### config.mk
export PLATFORM = sky130hd
export DESIGN_NAME = piso_serializer
export DESIGN_NICKNAME = d
export VERILOG_FILES = /design/src/rtl/piso_serializer.sv
export SDC_FILE = /design/constraint.sdc
export NUM_CORES = 1
export LEC_CHECK = 0
export CORE_AREA = 2 2 45 47
export DETAILED_ROUTE_END_ITERATION = 8
export DIE_AREA = 0 0 47 49
export PLACE_DENSITY_LB_ADDON = 0.25
export SYNTH_ARGS = -nofsm -noshare
export SYNTH_HDL_FRONTEND = slang
export SYNTH_SLANG_ARGS = --single-unit
### constraint.sdc
create_clock -name clk -period 3.22 [get_ports clk]
set_input_delay 0.322 -clock clk [delete_from_list [all_inputs] [get_ports clk]]
set_output_delay 0.322 -clock clk [all_outputs]
set_load 0.01 [all_outputs]
### src/rtl/piso_serializer.sv
// Parallel-in serial-out shifter: accepts a WIDTH-bit word with a valid/ready
// handshake and emits it one bit per cycle, MSB or LSB first, with zero-bubble
// back-to-back reload on the last bit of a word.
module piso_serializer #(
    parameter int unsigned WIDTH     = 8,
    parameter bit          MSB_FIRST = 1'b1
) (
    input  logic             clk,
    input  logic             reset,
    input  logic [WIDTH-1:0] load_data,
    input  logic             load_valid,
    output logic             load_ready,
    output logic             ser_out,
    output logic             ser_valid,
    output logic             word_done,
    output logic             busy
);

    localparam int unsigned CNT_W = (WIDTH > 1) ? $clog2(WIDTH) : 1;
    localparam logic [CNT_W-1:0] LAST_CNT = CNT_W'(WIDTH - 1);

    typedef enum logic {
        IDLE  = 1'b0,
        SHIFT = 1'b1
    } state_e;

    state_e           state_q, state_d;
    logic [CNT_W-1:0] cnt_q, cnt_d;
    logic [WIDTH-1:0] shreg_q, shreg_d;

    logic last_c;
    logic ready_c;
    logic accept_c;
    logic head_c;

    // Handshake decode from registered state only
    always_comb begin
        last_c   = (state_q == SHIFT) && (cnt_q == LAST_CNT);
        ready_c  = (state_q == IDLE) || last_c;
        accept_c = load_valid && ready_c;
        head_c   = MSB_FIRST ? shreg_q[WIDTH-1] : shreg_q[0];
    end

    // State, counter and shift register flops with async active-high reset
    always_ff @(posedge clk or posedge reset) begin
        if (reset) begin
            state_q <= IDLE;
            cnt_q   <= '0;
            shreg_q <= '0;
        end else begin
            state_q <= state_d;
            cnt_q   <= cnt_d;
            shreg_q <= shreg_d;
        end
    end

    // Next-state: enter or stay in SHIFT on accept, leave after the last bit
    always_comb begin
        state_d = state_q;
        case (state_q)
            IDLE: begin
                if (accept_c) begin
                    state_d = SHIFT;
                end
            end
            SHIFT: begin
                if (last_c && !accept_c) begin
                    state_d = IDLE;
                end
            end
            default: state_d = IDLE;
        endcase
    end

    // Datapath: load on accept, otherwise shift and count while in SHIFT
    always_comb begin
        cnt_d   = cnt_q;
        shreg_d = shreg_q;
        if (accept_c) begin
            cnt_d   = '0;
            shreg_d = load_data;
        end else if (state_q == SHIFT) begin
            // Leaving SHIFT clears the count so non-power-of-two widths restart at 0
            cnt_d = last_c ? '0 : cnt_q + CNT_W'(1);
            if (MSB_FIRST) begin
                shreg_d = {shreg_q[WIDTH-2:0], 1'b0};
            end else begin
                shreg_d = {1'b0, shreg_q[WIDTH-1:1]};
            end
        end
    end

    // Outputs decoded from state; idle line is forced to zero
    always_comb begin
        load_ready = 1'b1;
        ser_out    = 1'b0;
        ser_valid  = 1'b0;
        word_done  = 1'b0;
        busy       = 1'b0;
        case (state_q)
            IDLE: begin
                load_ready = 1'b1;
            end
            SHIFT: begin
                load_ready = last_c;
                ser_out    = head_c;
                ser_valid  = 1'b1;
                word_done  = last_c;
                busy       = 1'b1;
            end
            default: begin
                load_ready = 1'b1;
            end
        endcase
    end

endmodule

==> impl_metrics.tcl, run 1 <==
set metrics [dict create \
    status "completed" \
    fin_setup_tns_ns 0 \
    p_leak_nw 0.375 \
    highest_layer "met4" \
    worstMarginPinSlew_ns 0.518 \
    die_width_um 47 \
    rows 16 \
    wl_per_cell_um 11.0 \
    clk_pin_slew_ns 0.08 \
    synth_area_um2 611 \
    first_iter_violations 9 \
    min_period_ns 2.17 \
    syn_nets 71 \
    power_frac_clock_pct 18.4 \
    grt_first_pass_wirelength_um 1800 \
    track_usage_pct 11.0 \
    ys_types 21 \
    syn_inst 58 \
    first_pass_iters 4 \
    hold_buffers 0 \
    cts_sinks 12 \
    synth-seq-cells 12 \
    dp_hpwl_um 794 \
    final_cell_count_no_fill 100 \
    postCtsResizedCells 0 \
    start_util_pct 33.2 \
    ant_nets 0 \
    arrival_ns 1.85 \
    worst_clock_skew_ns 0.00221 \
    io_pins 16 \
    fin_util_pct 43.2 \
    clk_latency_ns 0.28 \
    power_density_mw_per_mm2 824 \
    placed_cell_area_um2 759 \
    synth_area_per_cell_um2 10.5 \
    hold_viol 0 \
    reg2reg_from "cnt_q[0]" \
    max_slew_margin_pct 65.4 \
    crit_path_start_kind "register" \
    timing.final.crit_share_pct 67.5 \
    fmax_ghz 0.460 \
    netSwitchingFraction_pct 35.1 \
    cts_setup_buffers 0 \
    place_inst 96 \
    hold_path.class "in -> async" \
    cp-end-kind "output pin" \
    port_buffers 15 \
    path_max_fanout 13 \
    clock_path_buffers 2 \
    drt-total-wl_um 1100 \
    grt.overflow.total 0 \
    drcViolationCount 0 \
    wl_met1_um 552 \
    final_max_slew_viol_count 0 \
    core_area_mm2 0.00184 \
    synth-seq-area-share_pct 49.2 \
    diodes 0 \
    p_sw_mw 0.230 \
    dieArea_mm2 0.00230 \
    grt_pass1_vias 403 \
    syn_to_final_growth_pct 30.3 \
    dieHeight_um 49 \
    rsz0062_at_grt "false" \
    vdd_drop_max_mv 0.377 \
    layout.nets 87 \
    cp_data_required_time_ns 2.90 \
    crit_path_start "cnt_q[0]" \
    path_class "reg -> out" \
    htreeDepth 1 \
    p_int_mw 0.425 \
    drive_gt1_share_pct 15.1 \
    antenna_found_initial 0 \
    met2_length_um 452 \
    grt_max_degree 15 \
    combPwrFrac_pct 41.3 \
    place_congestion 0.739 \
    clock-root-buffer "clkbuf_4" \
    cts_buffers 3 \
    vias_per_cell 4.65 \
    synth_warnings 0 \
    setup_ws_ns 1.05 \
    num_vias 465 \
    seqPwrFrac_pct 40.3 \
    dp_slack_ns 1.36 \
    dr_wl_met3_um 64 \
    final_area_um2 796 \
    cts_tree "built" \
    cap_viol_max_count 0 \
    finalSetupViolCount 0 \
]
kinds of logic (layout without fill, tap and decap cells):
kind of cell	count (synthesis)	in the layout	share of synthesized area (%)
and+or+nand+nor	22	22	18.0
AOI/OAI and AO/OA	13	13	17.0
DFF	12	12	49.2
buffers and inverters	7	22	7.58
adders and majority gates	2	2	4.10
muxes	2	2	4.10
metrics by stage:
stage	hold WS, ns	power (mW)
after floorplan	0.187	0.463
after global placement	0.464	0.534
after detailed placement	0.464	0.537
after CTS	0.350	0.660
after global routing	0.391	0.704
final	0.345	0.655
worst max-delay path, stage by stage, from the launching register on:
cell and delay [ns]:
dfrtp_1 0.40, ha_1 0.21, ha_1 0.23, nand2b_4 0.22, clkdlybuf4s50_1 0.51
cells in the final DEF, fill, tap and decap left out, drive strengths merged:
cell	instances
and2	2
mux2	1
mux2i	1
dfrtp	12
nand3	1
clkbuf	4
o21ai	3
a32oi	6
clkdlybuf4s50	15
ha	2
nand2	15
nor2	1
a31oi	1
or2b	1
o22ai	2
nand2b	2
a21boi	1
inv	3
registers in the layout (all words and copies together), names as in the netlist:
signal and cells:
shreg_q 8, cnt_q 3, state_q 1
power groups by stage:
stage	clock, mW	sequential, mW	combinational, mW
after detailed placement	0	0.265	0.271
after global placement	0	0.266	0.268
final	0.121	0.264	0.271
after CTS	0.125	0.263	0.272
after floorplan	0	0.250	0.214
after global routing	0.132	0.272	0.300
cells in the mapped netlist (all sizes together):
master / count / area [um2]
a31oi: 1 / 6.26
a21boi: 1 / 11.3
o21ai: 3 / 15.0
o22ai: 2 / 18.8
or2b: 1 / 7.51
a32oi: 6 / 52.6
dfrtp: 12 / 300
nor2: 1 / 6.26
nand3: 1 / 5.00
nand2: 15 / 56.3
mux2: 1 / 15.0
ha: 2 / 25.0
inv: 3 / 11.3
nand2b: 2 / 20.0
buf: 4 / 35.0
and2: 2 / 15.0
mux2i: 1 / 10.0
layer usage:
metal,vias to the layer above,global-route usage [%]
met1,208,16.6
met4,0,6.94
met2,18,13.0
met5,-,0
li1,233,-
met3,6,3.33
cell type report:
type	instances	area, um2
Clock buffer	4	36.3
Tap cell	27	33.8
Timing Repair Buffer	15	150
Fill cell	188	1050
Multi-Input combinational cell	39	264
Inverter	3	11.3
Sequential cell	12	300
path summary, 6_finish.rpt:
kind,to,slack (ns),depth (start not counted)
min in group clk,shreg_q[4],0.48,2
max in group asynchronous,state_q,2.56,2
worst min-delay path,shreg_q[7],0.35,2
worst min register to register,shreg_q[4],0.48,2
worst max register to register,shreg_q[7],1.73,5
worst max-delay path,load_ready,1.05,4
Note: power is estimated with default switching activity, not from simulation.
==> run 2, diff against run 1 <==
==> constraint.sdc (replaced) <==
create_clock -name clk -period 1.7 [get_ports clk]
set_input_delay 0.17 -clock clk [delete_from_list [all_inputs] [get_ports clk]]
set_output_delay 0.17 -clock clk [all_outputs]
set_load 0.01 [all_outputs]
==> run 2 against run 1 <==
  * Hold slack got worse by 0.15 ns
  * Core utilization up 3.1 points
  * Final cell count up 4.0%
  * Cell area rose by 7.1%
  * Die area is the same
  * Clock skew down 0.0013 ns
  * Sequential share of layout area shrank 2.3 points
  * Worst setup slack worse by 1.0 ns
  * Critical endpoint is now word_done
  * Highest routed layer unchanged
==> impl_metrics.tcl, run 2 (synthesis results as in run 1) <==
set metrics [dict create \
    grt_pass1_vias 442 \
    finalPower_mw 1.33 \
    regMostFlops "shreg_q" \
    cp-end-kind "output pin" \
    placed_cell_area_um2 774 \
    drt-total-wl_um 1160 \
    clk_pin_slew_ns 0.08 \
    max_slew_margin_pct 69.9 \
    worstMarginPinSlew_ns 0.451 \
    cts_buffers 3 \
    clock-root-buffer "clkbuf_4" \
    grt_max_degree 13 \
    hold_buffers 0 \
    p_leak_nw 0.404 \
    num_vias 487 \
    final_area_um2 852 \
    min_period_ns 1.65 \
    dp_hpwl_um 837 \
    final_max_slew_viol_count 0 \
    cts_sinks 12 \
    final_common_cell "nand2_1" \
    grt.overflow.total 0 \
    place_inst 98 \
    clk_latency_ns 0.27 \
    arrival_ns 1.48 \
    final_cell_mix "nand2_1, clkdlybuf4s50_1, dfrtp_1, a32oi_1" \
    drcViolationCount 0 \
    status "completed" \
    clock_path_buffers 2 \
    dieHeight_um 49 \
    rows 16 \
    path_max_fanout 4 \
    cp_data_required_time_ns 1.53 \
    syn_to_final_growth_pct 39.5 \
    largest_reg_flops 8 \
    ant_nets 0 \
    reg2reg_from "cnt_q[0]" \
    antenna_found_initial 0 \
    vias_per_cell 4.68 \
    core_area_mm2 0.00184 \
    drive_gt1_share_pct 23.4 \
    power_density_mw_per_mm2 1560 \
    largestRegisters "shreg_q (8), cnt_q (3), state_q (1)" \
    fmax_ghz 0.605 \
    finalSetupViolCount 0 \
    first_iter_violations 4 \
    hold_path.class "in -> async" \
    final_cell_count_no_fill 104 \
    track_usage_pct 11.4 \
    crit_path_start_kind "register" \
    vdd_drop_max_mv 0.688 \
    place_congestion 0.738 \
    htreeDepth 1 \
    die_width_um 47 \
    port_buffers 15 \
    dieArea_mm2 0.00230 \
    start_util_pct 33.2 \
    diodes 0 \
    wl_per_cell_um 11.2 \
    layout.nets 91 \
    hold_viol 0 \
    cts_tree "built" \
    cap_viol_max_count 0 \
    crit_path_start "cnt_q[0]" \
    io_pins 16 \
    grt_first_pass_wirelength_um 1890 \
    first_pass_iters 4 \
    timing.final.crit_share_pct 97.2 \
    path_class "reg -> out" \
    fin_setup_tns_ns 0 \
    worst_clock_skew_ns 0.000867 \
]
run 2: changes by cell type in the layout (fill, tap and decap cells not counted), sizes merged:
cell,before,now
buf,0,4
dlygate4sd2,0,2
clkdlybuf4s50,15,13
run 2: final timing paths:
check	end	depth (start not counted)	slack, ns
worst max register to register	shreg_q[6]	6	0.23
min in group clk	shreg_q[1]	3	0.46
worst min-delay path	shreg_q[6]	2	0.19
worst max-delay path	word_done	4	0.05
worst min register to register	shreg_q[5]	2	0.48
max in group asynchronous	state_q	2	1.17
run 2: layout make-up:
class                      instances  area, um2
sequential                        12        302
fill                             187        990
timing repair buffer              19        190
tap                               27       33.8
clock buffer                       4       36.3
multi-input combinational         39        279
inverter                           3       11.3
run 2: per-layer routing:
metal,up-vias,GRT usage (%),part of all wire (%)
met5,-,0,0
met4,0,5.56,1.8
met3,4,2.22,4.9
met2,17,16.2,47
met1,225,16.1,46
li1,241,-,-
run 2: through the flow:
stage               hold WS, ns  util [%]  setup WS (ns)
floorplan                0.0347         -          0.282
detailed placement        0.465      42.1         0.0809
global route              0.239      46.3       -0.00619
CTS                       0.211      44.1         0.0214
global placement          0.458      42.1          0.102
finish                    0.193      46.3         0.0481
run 2: critical path, stage by stage (launching register included):
cell           delay [ns]
dfrtp_1              0.40
ha_2                 0.21
ha_4                 0.17
and2_2               0.16
dlygate4sd2_1        0.27
run 2: timing repair:
| action | 4_1_cts | 5_1_grt |
|---|---|---|
| resized for setup | 4 | 2 |
| buffers inserted | 0 | 2 |
| setup endpoints to repair | 3 | 3 |
| hold endpoints to repair | 0 | 0 |
| gates cloned | 0 | 0 |
run 2: where the power goes:
group / total (mW) / internal [mW] / switching, mW
Combinational: 0.607 / 0.326 / 0.281
Sequential: 0.496 / 0.413 / 0.0835
Clock: 0.227 / 0.130 / 0.0964
Total: 1.33 / 0.869 / 0.461
==> run 3, diff against run 2 <==
--- a/config.mk
+++ b/config.mk
@@ -5,9 +5,10 @@
 export SDC_FILE = /design/constraint.sdc
 export NUM_CORES = 1
 export LEC_CHECK = 0
-export CORE_AREA = 2 2 45 47
+export CORE_AREA = 2 2 44 46
 export DETAILED_ROUTE_END_ITERATION = 8
-export DIE_AREA = 0 0 47 49
+export DIE_AREA = 0 0 46 48
+export GPL_ROUTABILITY_DRIVEN = 0
 export PLACE_DENSITY_LB_ADDON = 0.25
 export SYNTH_ARGS = -nofsm -noshare
 export SYNTH_HDL_FRONTEND = slang
==> run 3 against run 2 <==
  * Via count decreased by 1.8%
  * Final cell count decreased by 11%
  * Clock power is 27% lower
  * Register-to-register slack better by 0.03 ns
  * Clock skew is 0.0067 ns higher
  * Hold slack improved by 0.011 ns
  * First-iteration DRC count is 50% higher
  * Fmax is 2.5% higher
  * Non-clock buffer count stayed put
  * Worst setup slack improved by 0.040 ns
  * Critical endpoint unchanged
  * Largest cell class unchanged
  * Largest power group unchanged
  * Highest routed layer unchanged
==> impl_metrics.tcl, run 3 (synthesis results as in run 1) <==
set metrics [dict create \
    status "completed" \
    netSwitchingFraction_pct 35.3 \
    largestRegisters "shreg_q (8), cnt_q (3), state_q (1)" \
    grt_max_degree 13 \
    htreeDepth 1 \
    rows 15 \
    power_density_mw_per_mm2 1530 \
    highest_layer "met4" \
    cp_cell_sequence "ha_2 > ha_4 > and2_2 > dlygate4sd2_1" \
    reg2reg_from "cnt_q[0]" \
    cts_sinks 12 \
    vias_per_cell 5.14 \
    cp_num_buf_inv 1 \
    dieHeight_um 48 \
    num_vias 478 \
    clock_path_buffers 2 \
    antenna_found_initial 0 \
    hold_viol 0 \
    start_util_pct 36.1 \
    fin_util_pct 48.1 \
    drcViolationCount 0 \
    dp_hpwl_um 856 \
    max_slew_margin_pct 69.7 \
    cp_slowest_cell "dfrtp_1" \
    drt-total-wl_um 1170 \
    dieArea_mm2 0.00221 \
    cts_buffers 3 \
    p_leak_nw 0.392 \
    worst_clock_skew_ns 0.00759 \
    io_pins 16 \
    clk_pin_slew_ns 0.07 \
    track_usage_pct 14.1 \
    syn_to_final_growth_pct 33.0 \
    cts_tree "built" \
    min_period_ns 1.61 \
    regMostFlops "shreg_q" \
    clock-root-buffer "clkbuf_4" \
    first_pass_iters 4 \
    regArea_um2 300 \
    p_sw_mw 0.437 \
    p_int_mw 0.801 \
    fmax_ghz 0.620 \
    met2_length_um 560 \
    fin_setup_tns_ns 0 \
    final_common_cell "nand2_1" \
    grt_pass1_vias 458 \
    seqPwrFrac_pct 39.7 \
    wl_met1_um 529 \
    hold_buffers 0 \
    path_class "reg -> out" \
    grt_first_pass_wirelength_um 2100 \
    rsz0062_at_grt "false" \
    power_frac_clock_pct 13.4 \
    drive_gt1_share_pct 21.1 \
    worstMarginPinSlew_ns 0.453 \
    cap_viol_max_count 0 \
    first_iter_violations 6 \
    crit_path_max_incr_delay_ns 0.39 \
    r2r_slack_ns 0.26 \
    arrival_ns 1.44 \
    worstReg2RegEnd "shreg_q[2]" \
    finalPower_mw 1.24 \
    nFillCells 175 \
    final_cell_mix "nand2_1, clkdlybuf4s50_1, dfrtp_1, a32oi_1, buf_4" \
    hold_path.class "in -> async" \
    timing.final.crit_share_pct 94.8 \
    wl_per_cell_um 12.6 \
    multi_input_comb_area_um2 279 \
    final_max_slew_viol_count 0 \
    dr_wl_met3_um 60 \
    cp-end-kind "output pin" \
    clk_latency_ns 0.26 \
    ant_nets 0 \
    die_width_um 46 \
    largest_reg_flops 8 \
    port_buffers 15 \
    path_max_fanout 4 \
    finalSetupViolCount 0 \
    diodes 0 \
    cp_data_required_time_ns 1.53 \
    crit_path_start_kind "register" \
    layout.nets 91 \
    combPwrFrac_pct 47.0 \
    crit_path_start "cnt_q[0]" \
    vdd_drop_max_mv 0.674 \
    core_area_mm2 0.00169 \
    grt.overflow.total 0 \
    r2r_cells 6 \
    crit_family "flip-flops" \
]
-- run 3: cell count changes in the layout (fill, tap and decap cells not counted) --
cell | previous run | this run
clkbuf_8 | 1 | 0
dfrtp_2 | 1 | 0
dfrtp_1 | 11 | 12
buf_12 | 1 | 0
buf_4 | 3 | 4
-- run 3: what timing repair did --
| item | CTS | global route |
|---|---|---|
| setup buffers | 0 | 1 |
| gates cloned | 0 | 0 |
| setup endpoints to repair | 2 | 2 |
| gates resized for setup | 3 | 2 |
-- run 3: cell type report --
class | instances | share of cell area, %
flip-flops and latches | 12 | 37.0
multi-input cells | 39 | 34.4
repair buffers | 19 | 21.9
well taps | 17 | 2.62
clock buffers | 3 | 2.77
inverters | 3 | 1.39
-- run 3: worst register-to-register path, cell delays in order, from the launching register on --
cell	delay, ns
dfrtp_1	0.39
ha_2	0.20
ha_4	0.17
nand2b_4	0.13
buf_4	0.17
a32oi_1	0.19
nand2_1	0.07
-- run 3: how the worst max path moves through the flow --
| stage | slack, ns | cells past startpoint | endpoint |
|---|---|---|---|
| 6_report | 0.09 | 4 | word_done |
| 5_1_grt | 0.02 | 4 | word_done |
| 4_1_cts | 0.03 | 4 | word_done |
| 3_5_place_dp | 0.08 | 4 | word_done |
| 3_3_place_gp | 0.11 | 4 | word_done |
| 2_1_floorplan | 0.28 | 6 | shreg_q[2] |
-- run 3: metal layers --
metal	GRT usage, %	up-vias
li1	-	240
met1	17.9	220
met2	21.7	16
met3	3.40	2
met4	8.57	0
met5	0	-
-- run 3: metrics by stage --
| stage | setup slack (ns) | instances | cell area [um2] | hold slack, ns |
|---|---|---|---|---|
| 2_1_floorplan | 0.282 | 58 | 611 | 0.0347 |
| 3_3_place_gp | 0.110 | 89 | 769 | 0.457 |
| 3_5_place_dp | 0.0846 | 89 | 769 | 0.466 |
| 4_1_cts | 0.0254 | 92 | 792 | 0.222 |
| 5_1_grt | 0.0152 | 93 | 812 | 0.256 |
| 6_report | 0.0880 | 93 | 812 | 0.204 |
-- run 3: power by group through the flow --
stage	Sequential, mW	Clock, mW	Combinational, mW
after global placement	0.486	0	0.553
after detailed placement	0.493	0	0.557
after CTS	0.488	0.175	0.550
final	0.491	0.165	0.582
after floorplan	0.473	0	0.405
after global routing	0.511	0.189	0.670
